<file path="config.mk">
export PLATFORM = sky130hd
export DESIGN_NAME = m_mem_unit_flat
export DESIGN_NICKNAME = d
export VERILOG_FILES = /design/src/rtl/m_mem_unit_if.sv /design/src/rtl/m_mem_unit.sv /design/src/flat_wrapper.sv
export SDC_FILE = /design/constraint.sdc
export NUM_CORES = 1
export LEC_CHECK = 0
export BUFFER_PORTS_ARGS = -buffer_cell sky130_fd_sc_hd__buf_2
export CAP_MARGIN = 10
export CORE_MARGIN = 1.5
export CORE_UTILIZATION = 51
export CTS_BUF_LIST = sky130_fd_sc_hd__clkbuf_2 sky130_fd_sc_hd__clkbuf_4 sky130_fd_sc_hd__clkbuf_8
export DETAILED_ROUTE_END_ITERATION = 8
export PLACE_DENSITY_LB_ADDON = 0.05
export SLEW_MARGIN = 30
export SYNTH_ARGS = -nofsm -noshare
export SYNTH_HDL_FRONTEND = slang
export SYNTH_SLANG_ARGS = --single-unit
</file>
<file path="constraint.sdc">
create_clock -name clk -period 2.9 [get_ports clk]
set_clock_uncertainty 0.15 [all_clocks]
set_input_delay 0.435 -clock clk [delete_from_list [all_inputs] [get_ports clk]]
set_output_delay 0.435 -clock clk [all_outputs]
set_load 0.01 [all_outputs]
</file>
<file path="src/rtl/m_mem_unit_if.sv">
// Valid/ready data bus between the M-stage memory unit and the bridge.
// The master drives the request side; the slave answers with ready and read data.
interface m_mem_unit_if;
  logic        bus_valid;
  logic [31:0] bus_addr;
  logic [31:0] bus_wdata;
  logic [3:0]  bus_byteen;
  logic        bus_ready;
  logic [31:0] bus_rdata;

  modport master (
    output bus_valid, bus_addr, bus_wdata, bus_byteen,
    input  bus_ready, bus_rdata
  );

  modport slave (
    input  bus_valid, bus_addr, bus_wdata, bus_byteen,
    output bus_ready, bus_rdata
  );
endinterface

</file>
<file path="src/rtl/m_mem_unit.sv">
// M-stage memory access unit: load/store -> valid/ready bus request, lane steering,
// load extension, AdEL/AdES detection and pipeline stall. Optional macro: M_MEM_TIMEOUT_EN.
module m_mem_unit #(
  parameter logic [31:0] DM_END      = 32'h0000_2FFF,
  parameter logic [31:0] TC0_BASE    = 32'h0000_7F00,
  parameter logic [31:0] TC1_BASE    = 32'h0000_7F10,
  parameter logic [31:0] INT_BASE    = 32'h0000_7F20,
  parameter int          TIMEOUT_CYC = 16
) (
  input  logic               clk,
  input  logic               reset,
  input  logic               req,
  input  logic               m_load,
  input  logic               m_store,
  input  logic [1:0]         m_size,
  input  logic               m_sext,
  input  logic [31:0]        m_addr,
  input  logic [31:0]        m_wdata,
  m_mem_unit_if.master       bus,
  output logic [31:0]        m_rdata,
  output logic               m_stall,
  output logic               m_exc,
  output logic [4:0]         m_exccode
);

  typedef enum logic {IDLE, WAIT} state_t;

  localparam logic [4:0] EXC_ADEL = 5'd4;
  localparam logic [4:0] EXC_ADES = 5'd5;
`ifdef M_MEM_TIMEOUT_EN
  localparam logic [4:0] EXC_DBE  = 5'd7;
`endif

  state_t state_q, state_d;

  // Pick the addressed byte/half out of the read word and extend it.
  function automatic logic [31:0] load_extend(input logic [31:0] word,
                                              input logic [1:0]  lane,
                                              input logic [1:0]  size,
                                              input logic        sext);
    logic [7:0]  b;
    logic [15:0] h;
    b = word[{lane, 3'b000} +: 8];
    h = lane[1] ? word[31:16] : word[15:0];
    if (size[1])      return word;
    else if (size[0]) return {{16{sext & h[15]}}, h};
    else              return {{24{sext & b[7]}}, b};
  endfunction

  logic        is_mem, is_store;
  logic        misalign, in_dm, in_tc0, in_tc1, in_int, in_io;
  logic        narrow_io, count_st, addr_exc, access;
  logic [3:0]  st_be;
  logic [31:0] st_data;
  logic        latch_en;

  // Held copy of the request while a slow slave is working on it.
  logic [31:0] addr_p1, wdata_p1;
  logic [3:0]  byteen_p1;
  logic [1:0]  lane_p1, size_p1;
  logic        sext_p1, load_p1;

  assign is_mem   = m_load | m_store;
  assign is_store = m_store;

  assign misalign  = ((m_size == 2'd1) & m_addr[0]) | (m_size[1] & (|m_addr[1:0]));
  assign in_dm     = (m_addr <= DM_END);
  assign in_tc0    = (m_addr >= TC0_BASE) && (m_addr < TC0_BASE + 32'd12);
  assign in_tc1    = (m_addr >= TC1_BASE) && (m_addr < TC1_BASE + 32'd12);
  assign in_int    = (m_addr >= INT_BASE) && (m_addr < INT_BASE + 32'd4);
  assign in_io     = in_tc0 | in_tc1 | in_int;
  assign narrow_io = ~m_size[1] & in_io;
  // Timer COUNT registers are read-only from the CPU side.
  assign count_st  = is_store & ((m_addr[31:2] == TC0_BASE[31:2] + 30'd2) |
                                 (m_addr[31:2] == TC1_BASE[31:2] + 30'd2));
  assign addr_exc  = is_mem & (misalign | ~(in_dm | in_io) | narrow_io | count_st);
  assign access    = is_mem & ~addr_exc & ~req & ~reset;

  always_comb begin
    st_data = m_wdata;
    st_be   = 4'b1111;
    if (!m_size[1]) begin
      if (m_size[0]) begin
        st_data = {2{m_wdata[15:0]}};
        st_be   = m_addr[1] ? 4'b1100 : 4'b0011;
      end else begin
        st_data = {4{m_wdata[7:0]}};
        st_be   = 4'b0001 << m_addr[1:0];
      end
    end
    if (!is_store) st_be = 4'b0000;
  end

`ifdef M_MEM_TIMEOUT_EN
  logic [4:0] tmo_p1;
  logic       timeout;
  assign timeout = (state_q == WAIT) && (tmo_p1 == 5'(TIMEOUT_CYC - 1));
`endif

  always_comb begin
    state_d        = state_q;
    latch_en       = 1'b0;
    bus.bus_valid  = 1'b0;
    bus.bus_addr   = {m_addr[31:2], 2'b00};
    bus.bus_wdata  = st_data;
    bus.bus_byteen = 4'b0000;
    m_rdata        = 32'h0;
    m_stall        = 1'b0;
    m_exc          = 1'b0;
    m_exccode      = 5'd0;
    case (state_q)
      IDLE: begin
        if (access) begin
          bus.bus_valid  = 1'b1;
          bus.bus_byteen = st_be;
          if (bus.bus_ready) begin
            if (!is_store) m_rdata = load_extend(bus.bus_rdata, m_addr[1:0], m_size, m_sext);
          end else begin
            m_stall  = 1'b1;
            latch_en = 1'b1;
            state_d  = WAIT;
          end
        end else if (addr_exc && !req && !reset) begin
          m_exc     = 1'b1;
          m_exccode = is_store ? EXC_ADES : EXC_ADEL;
        end
      end
      WAIT: begin
        bus.bus_addr  = addr_p1;
        bus.bus_wdata = wdata_p1;
        // A flush or reset abandons the request outright; the slave sees valid drop.
        if (req || reset) begin
          state_d = IDLE;
`ifdef M_MEM_TIMEOUT_EN
        end else if (timeout) begin
          m_exc     = 1'b1;
          m_exccode = EXC_DBE;
          state_d   = IDLE;
`endif
        end else begin
          bus.bus_valid  = 1'b1;
          bus.bus_byteen = byteen_p1;
          if (bus.bus_ready) begin
            if (load_p1) m_rdata = load_extend(bus.bus_rdata, lane_p1, size_p1, sext_p1);
            state_d = IDLE;
          end else begin
            m_stall = 1'b1;
          end
        end
      end
      default: state_d = IDLE;
    endcase
  end

  always_ff @(posedge clk) begin
    if (reset) state_q <= IDLE;
    else       state_q <= state_d;
  end

  // ---- p1: request captured on entry to WAIT ----
  always_ff @(posedge clk) begin
    if (reset) begin
      addr_p1   <= 32'h0;
      wdata_p1  <= 32'h0;
      byteen_p1 <= 4'h0;
      lane_p1   <= 2'd0;
      size_p1   <= 2'd0;
      sext_p1   <= 1'b0;
      load_p1   <= 1'b0;
    end else if (latch_en) begin
      addr_p1   <= {m_addr[31:2], 2'b00};
      wdata_p1  <= st_data;
      byteen_p1 <= st_be;
      lane_p1   <= m_addr[1:0];
      size_p1   <= m_size;
      sext_p1   <= m_sext;
      load_p1   <= ~is_store;
    end
  end

`ifdef M_MEM_TIMEOUT_EN
  always_ff @(posedge clk) begin
    if (reset || latch_en)                           tmo_p1 <= 5'd0;
    else if (state_q == WAIT && !bus.bus_ready)      tmo_p1 <= tmo_p1 + 5'd1;
  end
`endif

endmodule

</file>
<file path="src/flat_wrapper.sv">
// flat-port wrapper written by rule: the top's interface ports become plain ports
module m_mem_unit_flat 
#(
  parameter logic [31:0] DM_END      = 32'h0000_2FFF,
  parameter logic [31:0] TC0_BASE    = 32'h0000_7F00,
  parameter logic [31:0] TC1_BASE    = 32'h0000_7F10,
  parameter logic [31:0] INT_BASE    = 32'h0000_7F20,
  parameter int          TIMEOUT_CYC = 16
)
  (clk, reset, req, m_load, m_store, m_size, m_sext, m_addr, m_wdata, m_rdata, m_stall, m_exc, m_exccode, bus_bus_valid, bus_bus_addr, bus_bus_wdata, bus_bus_byteen, bus_bus_ready, bus_bus_rdata);
  m_mem_unit_if bus_i ();
  input  logic clk;
  input  logic reset;
  input  logic req;
  input  logic m_load;
  input  logic m_store;
  input  logic [1:0] m_size;
  input  logic m_sext;
  input  logic [31:0] m_addr;
  input  logic [31:0] m_wdata;
  output logic [31:0] m_rdata;
  output logic m_stall;
  output logic m_exc;
  output logic [4:0] m_exccode;
  output wire logic [$bits(bus_i.bus_valid)-1:0] bus_bus_valid;
  output wire logic [$bits(bus_i.bus_addr)-1:0] bus_bus_addr;
  output wire logic [$bits(bus_i.bus_wdata)-1:0] bus_bus_wdata;
  output wire logic [$bits(bus_i.bus_byteen)-1:0] bus_bus_byteen;
  input wire logic [$bits(bus_i.bus_ready)-1:0] bus_bus_ready;
  input wire logic [$bits(bus_i.bus_rdata)-1:0] bus_bus_rdata;
  assign bus_bus_valid = bus_i.bus_valid;
  assign bus_bus_addr = bus_i.bus_addr;
  assign bus_bus_wdata = bus_i.bus_wdata;
  assign bus_bus_byteen = bus_i.bus_byteen;
  assign bus_i.bus_ready = bus_bus_ready;
  assign bus_i.bus_rdata = bus_bus_rdata;
  m_mem_unit #(.DM_END(DM_END), .TC0_BASE(TC0_BASE), .TC1_BASE(TC1_BASE), .INT_BASE(INT_BASE), .TIMEOUT_CYC(TIMEOUT_CYC)) u_core (.clk(clk), .reset(reset), .req(req), .m_load(m_load), .m_store(m_store), .m_size(m_size), .m_sext(m_sext), .m_addr(m_addr), .m_wdata(m_wdata), .bus(bus_i), .m_rdata(m_rdata), .m_stall(m_stall), .m_exc(m_exc), .m_exccode(m_exccode));
endmodule
</file>
==> results of run 1 <==
## logic make-up after synthesis
family | share of synthesized area
buffers and inverters | 0.06759
AND/OR/NAND/NOR | 0.2228
multiplexers | 0.1928
flip-flops | 0.2694
other | 0.0006914
AO/OA/AOI/OAI | 0.2466
## state kept, by name, indices dropped and copies added, names as in the netlist
register          cells
u_core.byteen_p1      4
u_core.load_p1        1
u_core.addr_p1       30
u_core.wdata_p1      32
u_core.sext_p1        1
u_core.size_p1        2
u_core.state_q        1
u_core.lane_p1        2
## layer usage
| layer | part of all wire | vias up | global-route usage |
|---|---|---|---|
| met5 | 0 | - | 0 |
| met4 | 0.019 | 0 | 0.1004 |
| met3 | 0.091 | 39 | 0.05947 |
| met2 | 0.49 | 345 | 0.5184 |
| met1 | 0.40 | 2981 | 0.3948 |
| li1 | - | 3002 | - |
## through the flow
stage               hold WS (ns)  setup slack (ns)  instance area (um2)  cells  setup TNS (ns)
floorplan                 0.2739            0.2801                 5439    715               0
global placement          0.2887          -0.02679                 6640   1013        -0.02679
detailed placement        0.2925          -0.04557                 6640   1013        -0.05483
CTS                       0.1967         -0.006407                 6883   1029        -0.01259
global route              0.2027        -0.0005713                 6958   1034      -0.0005713
finish                    0.2081           0.08441                 6958   1034               0
## area by class of cell
class | count | area [um2]
fillers | 898 | 3366
clock buffers | 10 | 131.4
flip-flops and latches | 73 | 1464
inverters | 9 | 33.78
multi-input cells | 557 | 3710
well taps | 136 | 170.2
clock inverters | 6 | 65.06
repair buffers | 243 | 1384
## power by group
group / internal, mW / total [mW] / switching (mW)
Sequential: 1.00 / 1.00 / 0.0000000833
Clock: 0.411 / 0.818 / 0.407
Combinational: 0.224 / 0.531 / 0.307
## placed cells by master (no fill, tap or decap), types with 5 or more instances in the layout
| cell type | count |
|---|---|
| nor3_1 | 9 |
| conb_1 | 5 |
| nand2b_1 | 6 |
| o21ai_0 | 89 |
| buf_2 | 207 |
| or3_1 | 13 |
| nand4_1 | 16 |
| a31oi_1 | 7 |
| dfxtp_1 | 71 |
| nand2_1 | 47 |
| and2_1 | 18 |
| o22a_1 | 7 |
| clkbuf_8 | 9 |
| o22ai_1 | 25 |
| o31ai_1 | 8 |
| mux2i_1 | 10 |
| mux2_2 | 78 |
| buf_4 | 29 |
| a221o_1 | 7 |
| a21oi_1 | 68 |
| inv_1 | 8 |
| o221ai_1 | 7 |
| nor2_1 | 26 |
| buf_12 | 5 |
| nand3_1 | 75 |
## final timing paths
path	slack (ns)	startpoint	cells after the start	endpoint
worst min-delay path	0.21	bus_bus_ready	2	u_core.state_q
worst max-delay path	0.08	u_core.lane_p1[1]	7	m_rdata[31]
worst max register to register	0.54	u_core.state_q	6	u_core.addr_p1[5]
worst min register to register	0.31	u_core.addr_p1[26]	1	u_core.addr_p1[26]
## worst max-delay path: stages, from the launching register on
cell,delay (ns)
dfxtp_1,0.34
buf_4,0.30
mux2i_1,0.31
a2111oi_4,0.11
buf_4,0.17
a41oi_4,0.31
nand3_1,0.17
buf_2,0.17
## repair_timing
item	in CTS	in global routing
resized for setup	8	6
endpoints found under the setup margin	18	35
gates cloned	0	1
pin swaps	1	4
setup buffers	0	4
==> impl_metrics.csv, run 1 <==
group,metric,value,unit
yosys,ys_types,49,
global_routing,grt-ovfl-total,0,
yosys,synth_top_cell_by_area,"dfxtp_1",
finish,antenna_cells,0,
yosys,synth_area_per_cell,7.629,um2
yosys,ys_async_sr_fraction,0,
drt,num_vias,6367,
clock_network,clkTransAtPathRegs,0.09,ns
drt,vias_per_cell,6.158,
drt,first_iter_violations,419,
drt,wire_per_inst,17.92,um
drt,route.detailed.drc,0,
clock_network,htree_levels,3,
yosys,synth-seq-cells,73,
power_and_ir_drop,leakage,2.874,nW
sta,period_share,0.9709,
clock_network,cts_tree,"done",
floorplanning,dieArea,11260,um2
drt,ant_nets,0,
setup_path,cp.arrival,2.23,ns
sta,max_freq,0.3552,GHz
place,routabilityCongestion,0.9508,
yosys,synth_area_leaders,"dfxtp_1 27%, mux2_2 16%, o21ai_0 8.2%, nand3_1 7.1%, a21oi_1 6.4%",
clock_network,clock_path_buffers,2,
place,hpwl,12710,um
global_routing,grt_max_degree,58,
setup_path,worst-setup-path-type,"flop to primary output",
drt,drt-pass1-iter-count,5,
clock_network,ctsHoldBuffers,0,
sta,period_minus_slack,2.816,ns
setup_path,cp-end-kind,"primary output",
yosys,synth_flop_cell,"dfxtp_1",
power_and_ir_drop,power_density,337.6,nW/um2
floorplanning,initial_core_util,0.5254,
min_path,hold_path.class,"input port to flop",
sta,tightest_slew,0.6382,ns
yosys,synth.most_common_cell,"o21ai_0",
global_routing,grt_pass1_vias,5769,
sta,slew_headroom,0.5745,
sta,setup_violations,0,
global_routing,grt_pass1_wl,28570,um
finish,fin_nets,998,
setup_path,critPathLaunchType,"flop",
yosys,synthesis.area,5424,um2
sta,finalMaxSlewViolations,0,
setup_path,required,2.32,ns
floorplanning,rows,37,
yosys,synth_top_cells_by_count,"89 x o21ai_0, 78 x mux2_2, 77 x nand3_1",
clock_network,clk_latency,0.35,ns
floorplanning,io_pins,213,
job,drv_cap,0,
power_and_ir_drop,totalPowerFinal,2.349,mW
global_routing,antenna_found_initial,0,
setup_path,crit_fanout,27,
floorplanning,fp.dieW,106.1,um
yosys,synth-warning-count,0,
yosys,synth_edf_count,0,
global_routing,grt.total_usage,0.3081,
status,status,"completed",
floorplanning,dieHeight,106.1,um
floorplanning,coreArea,10320,um2
yosys,syn-instance-count,711,
finish,syn2layout_area_growth,28.28,%
yosys,synth_top_area_share,0.2694,
place,port_buffers,207,
yosys,ys_seq_area_frac,0.2694,
clock_network,cts-root-buf,"clkbuf_8",
clock_network,clkSinkCount,73,
drt,routed_wl,18530,um
finish,final_core_util,0.6740,
sta,hold_violations,0,
clock_network,cts-buffers-inserted,9,
power_and_ir_drop,peakVddDrop,0.0002191,V
finish,layout-drive-gt1-share,0.4031,
Power figures use the tool's default switching activity.
==> run 2, diff against run 1 <==
--- a/config.mk
+++ b/config.mk
@@ -7,6 +7,7 @@
 export LEC_CHECK = 0
 export BUFFER_PORTS_ARGS = -buffer_cell sky130_fd_sc_hd__buf_2
 export CAP_MARGIN = 10
+export CORE_ASPECT_RATIO = 2
 export CORE_MARGIN = 1.5
 export CORE_UTILIZATION = 51
 export CTS_BUF_LIST = sky130_fd_sc_hd__clkbuf_2 sky130_fd_sc_hd__clkbuf_4 sky130_fd_sc_hd__clkbuf_8
==> run 2 against run 1 <==
Hold slack worse by 0.0039 ns. Combinational power is 2% higher. Global-route usage is 3.8 points higher. Sequential share of layout area is 0.11 points lower. Die area is 0.33% higher. Cell count is 0.68% higher. Routed wire length is 9.2% higher. Sequential power hardly changed. First-iteration DRC count is 37% lower. Critical endpoint is now m_rdata[3]. Largest cell class unchanged. Highest routed layer unchanged.
==> impl_metrics.csv, run 2 (synthesis results as in run 1) <==
group,metric,value,unit
clock_network,cts_tree,"done",
setup_path,worst-path-buf-inv,3,
setup_path,worstReg2RegStart,"u_core.state_q",
min_path,holdCritStartpoint,"m_addr[8]",
floorplanning,io_pins,213,
floorplanning,rows,53,
sta,setup_violations,0,
setup_path,cp.depth,8,
sta,fin_tns_setup,0,ns
setup_path,cp.arrival,2.25,ns
power_and_ir_drop,power_density,362.4,nW/um2
clock_network,cts-buffers-inserted,9,
setup_path,slowest_delay,0.39,ns
place,hpwl,14860,um
sta,tightest_slew,0.6039,ns
setup_path,critPathLaunchType,"input port",
global_routing,antenna_found_initial,0,
clock_network,clk_latency,0.35,ns
sta,finalMaxSlewViolations,0,
clock_network,cts-root-buf,"clkbuf_8",
setup_path,cp_slowest_cell,"nor4_4",
floorplanning,dieArea,11300,um2
finish,largest_reg_flops,32,
clock_network,htree_levels,3,
sta,hold_violations,0,
power_and_ir_drop,power_switching,724.3,uW
finish,layout-drive-gt1-share,0.4060,
sta,period_share,0.9788,
setup_path,cp-startpoint,"m_addr[16]",
finish,reg_top3,"u_core.wdata_p1: 32 flops, u_core.addr_p1: 30 flops, u_core.byteen_p1: 4 flops",
drt,routed_wl,20240,um
clock_network,ctsHoldBuffers,0,
floorplanning,coreArea,10410,um2
clock_network,clock_path_buffers,2,
setup_path,cp-end-kind,"primary output",
setup_path,ff2ff_setup_slack,0.54,ns
setup_path,worst-setup-path-type,"input port to primary output",
power_and_ir_drop,leakage,2.912,nW
drt,vias_per_cell,6.219,
finish,final_cell_mix,"207 x buf_2, 88 x o21ai_0, 78 x mux2_2",
setup_path,required,2.32,ns
setup_path,rr_worst_depth,5,
power_and_ir_drop,p_comb_frac,0.213,
drt,wire_per_inst,19.44,um
sta,max_freq,0.3523,GHz
min_path,hold_path.class,"input port to flop",
sta,worst_slack,0.06152,ns
floorplanning,dieHeight,148.8,um
floorplanning,initial_core_util,0.5210,
global_routing,grt_pass1_wl,31600,um
sta,slew_headroom,0.5974,
clock_network,clkSinkCount,73,
status,status,"completed",
global_routing,grt_pass1_vias,6423,
drt,first_iter_violations,265,
place,port_buffers,207,
finish,regMostFlops,"u_core.wdata_p1",
drt,drt-pass1-iter-count,5,
finish,fillers,932,
sta,whs,0.2042,ns
drt,num_vias,6474,
global_routing,grt-ovfl-total,0,
finish,syn2layout_area_growth,28.84,%
min_path,worstHoldEndpoint,"u_core.addr_p1[8]",
power_and_ir_drop,p_clk_frac,0.392,
job,drv_cap,0,
place,dpl_worst_slack,-0.1150,ns
drt,ant_nets,0,
global_routing,grt_max_degree,54,
finish,final_core_util,0.6712,
setup_path,crit_fanout,8,
power_and_ir_drop,p_int,1.808,mW
sta,period_minus_slack,2.838,ns
setup_path,reg2reg_to,"u_core.wdata_p1[29]",
finish,antenna_cells,0,
finish,fin_nets,1004,
global_routing,grt.total_usage,0.3463,
finish,final_common_cell,"buf_2",
power_and_ir_drop,p_seq_frac,0.395,
drt,route.detailed.drc,0,
clock_network,clkTransAtPathRegs,0.08,ns
power_and_ir_drop,peakVddDrop,0.0003598,V
floorplanning,fp.dieW,75.92,um
power_and_ir_drop,swShare,0.2860,
min_path,min_path_cells,3,
place,routabilityCongestion,0.9948,
setup_path,crit_chain,"buf_2, nor4_4, buf_4, nand2_1, nor4_4, nand2_2, o31ai_1, buf_2",
setup_path,critPathTopFamily,"simple AND/OR/NAND/NOR gates",
[run 2: changes by cell type in the layout (fill, tap and decap cells not counted), moves of 2 or more]
cell and change:
bufinv_16 +2, clkinv_2 -2, buf_12 -2, buf_4 +10
[run 2: repair_timing]
item	CTS	global route
buffers inserted	0	3
gates cloned	0	0
resized for setup	2	5
pin swaps	0	2
endpoints found under the setup margin	15	25
[run 2: power groups by stage]
stage	Sequential, mW	Combinational [mW]	Clock (mW)
after floorplan	1.02	0.268	0
after global placement	1.02	0.513	0
after detailed placement	1.02	0.521	0
after CTS	1.00	0.524	0.999
after global routing	1.00	0.574	1.03
final	1.00	0.539	0.993
[run 2: worst max path at each step]
| stage | end | slack (ns) |
|---|---|---|
| 6_report | m_rdata[3] | 0.06 |
| 5_1_grt | m_rdata[6] | -0.006 |
| 4_1_cts | m_rdata[15] | 0.03 |
| 3_5_place_dp | m_rdata[3] | -0.12 |
| 3_3_place_gp | m_rdata[3] | -0.03 |
| 2_1_floorplan | m_rdata[0] | 0.28 |
[run 2: through the flow]
stage	power [mW]	std cells	instance area, um2
2_1_floorplan	1.293	715	5439
3_3_place_gp	1.538	1021	6669
3_5_place_dp	1.546	1022	6684
4_1_cts	2.524	1038	6939
5_1_grt	2.608	1041	6988
6_report	2.533	1041	6988
[run 2: cell type report]
cell class	instances	area [um2]	share of cell area
tap	137	171.4	0.02453
sequential	73	1463	0.2093
clock inverter	6	115.1	0.01647
inverter	9	33.78	0.004834
clock buffer	10	131.4	0.01880
timing repair buffer	250	1404	0.2009
multi-input combinational	556	3670	0.5252
[run 2: worst register-to-register path, stage by stage (launching register included)]
cell and delay [ns]:
dfxtp_2 0.34, nor3_1 0.24, o21ai_2 0.16, or4_4 0.77, or3_1 0.43, a21oi_1 0.18
[run 2: layer usage]
metal / vias up / share of wire / global-route usage
met1: 3050 / 0.35 / 0.3468
met3: 64 / 0.066 / 0.05872
met5: - / 0 / 0
met2: 347 / 0.53 / 0.6419
li1: 3013 / - / -
met4: 0 / 0.057 / 0.2435
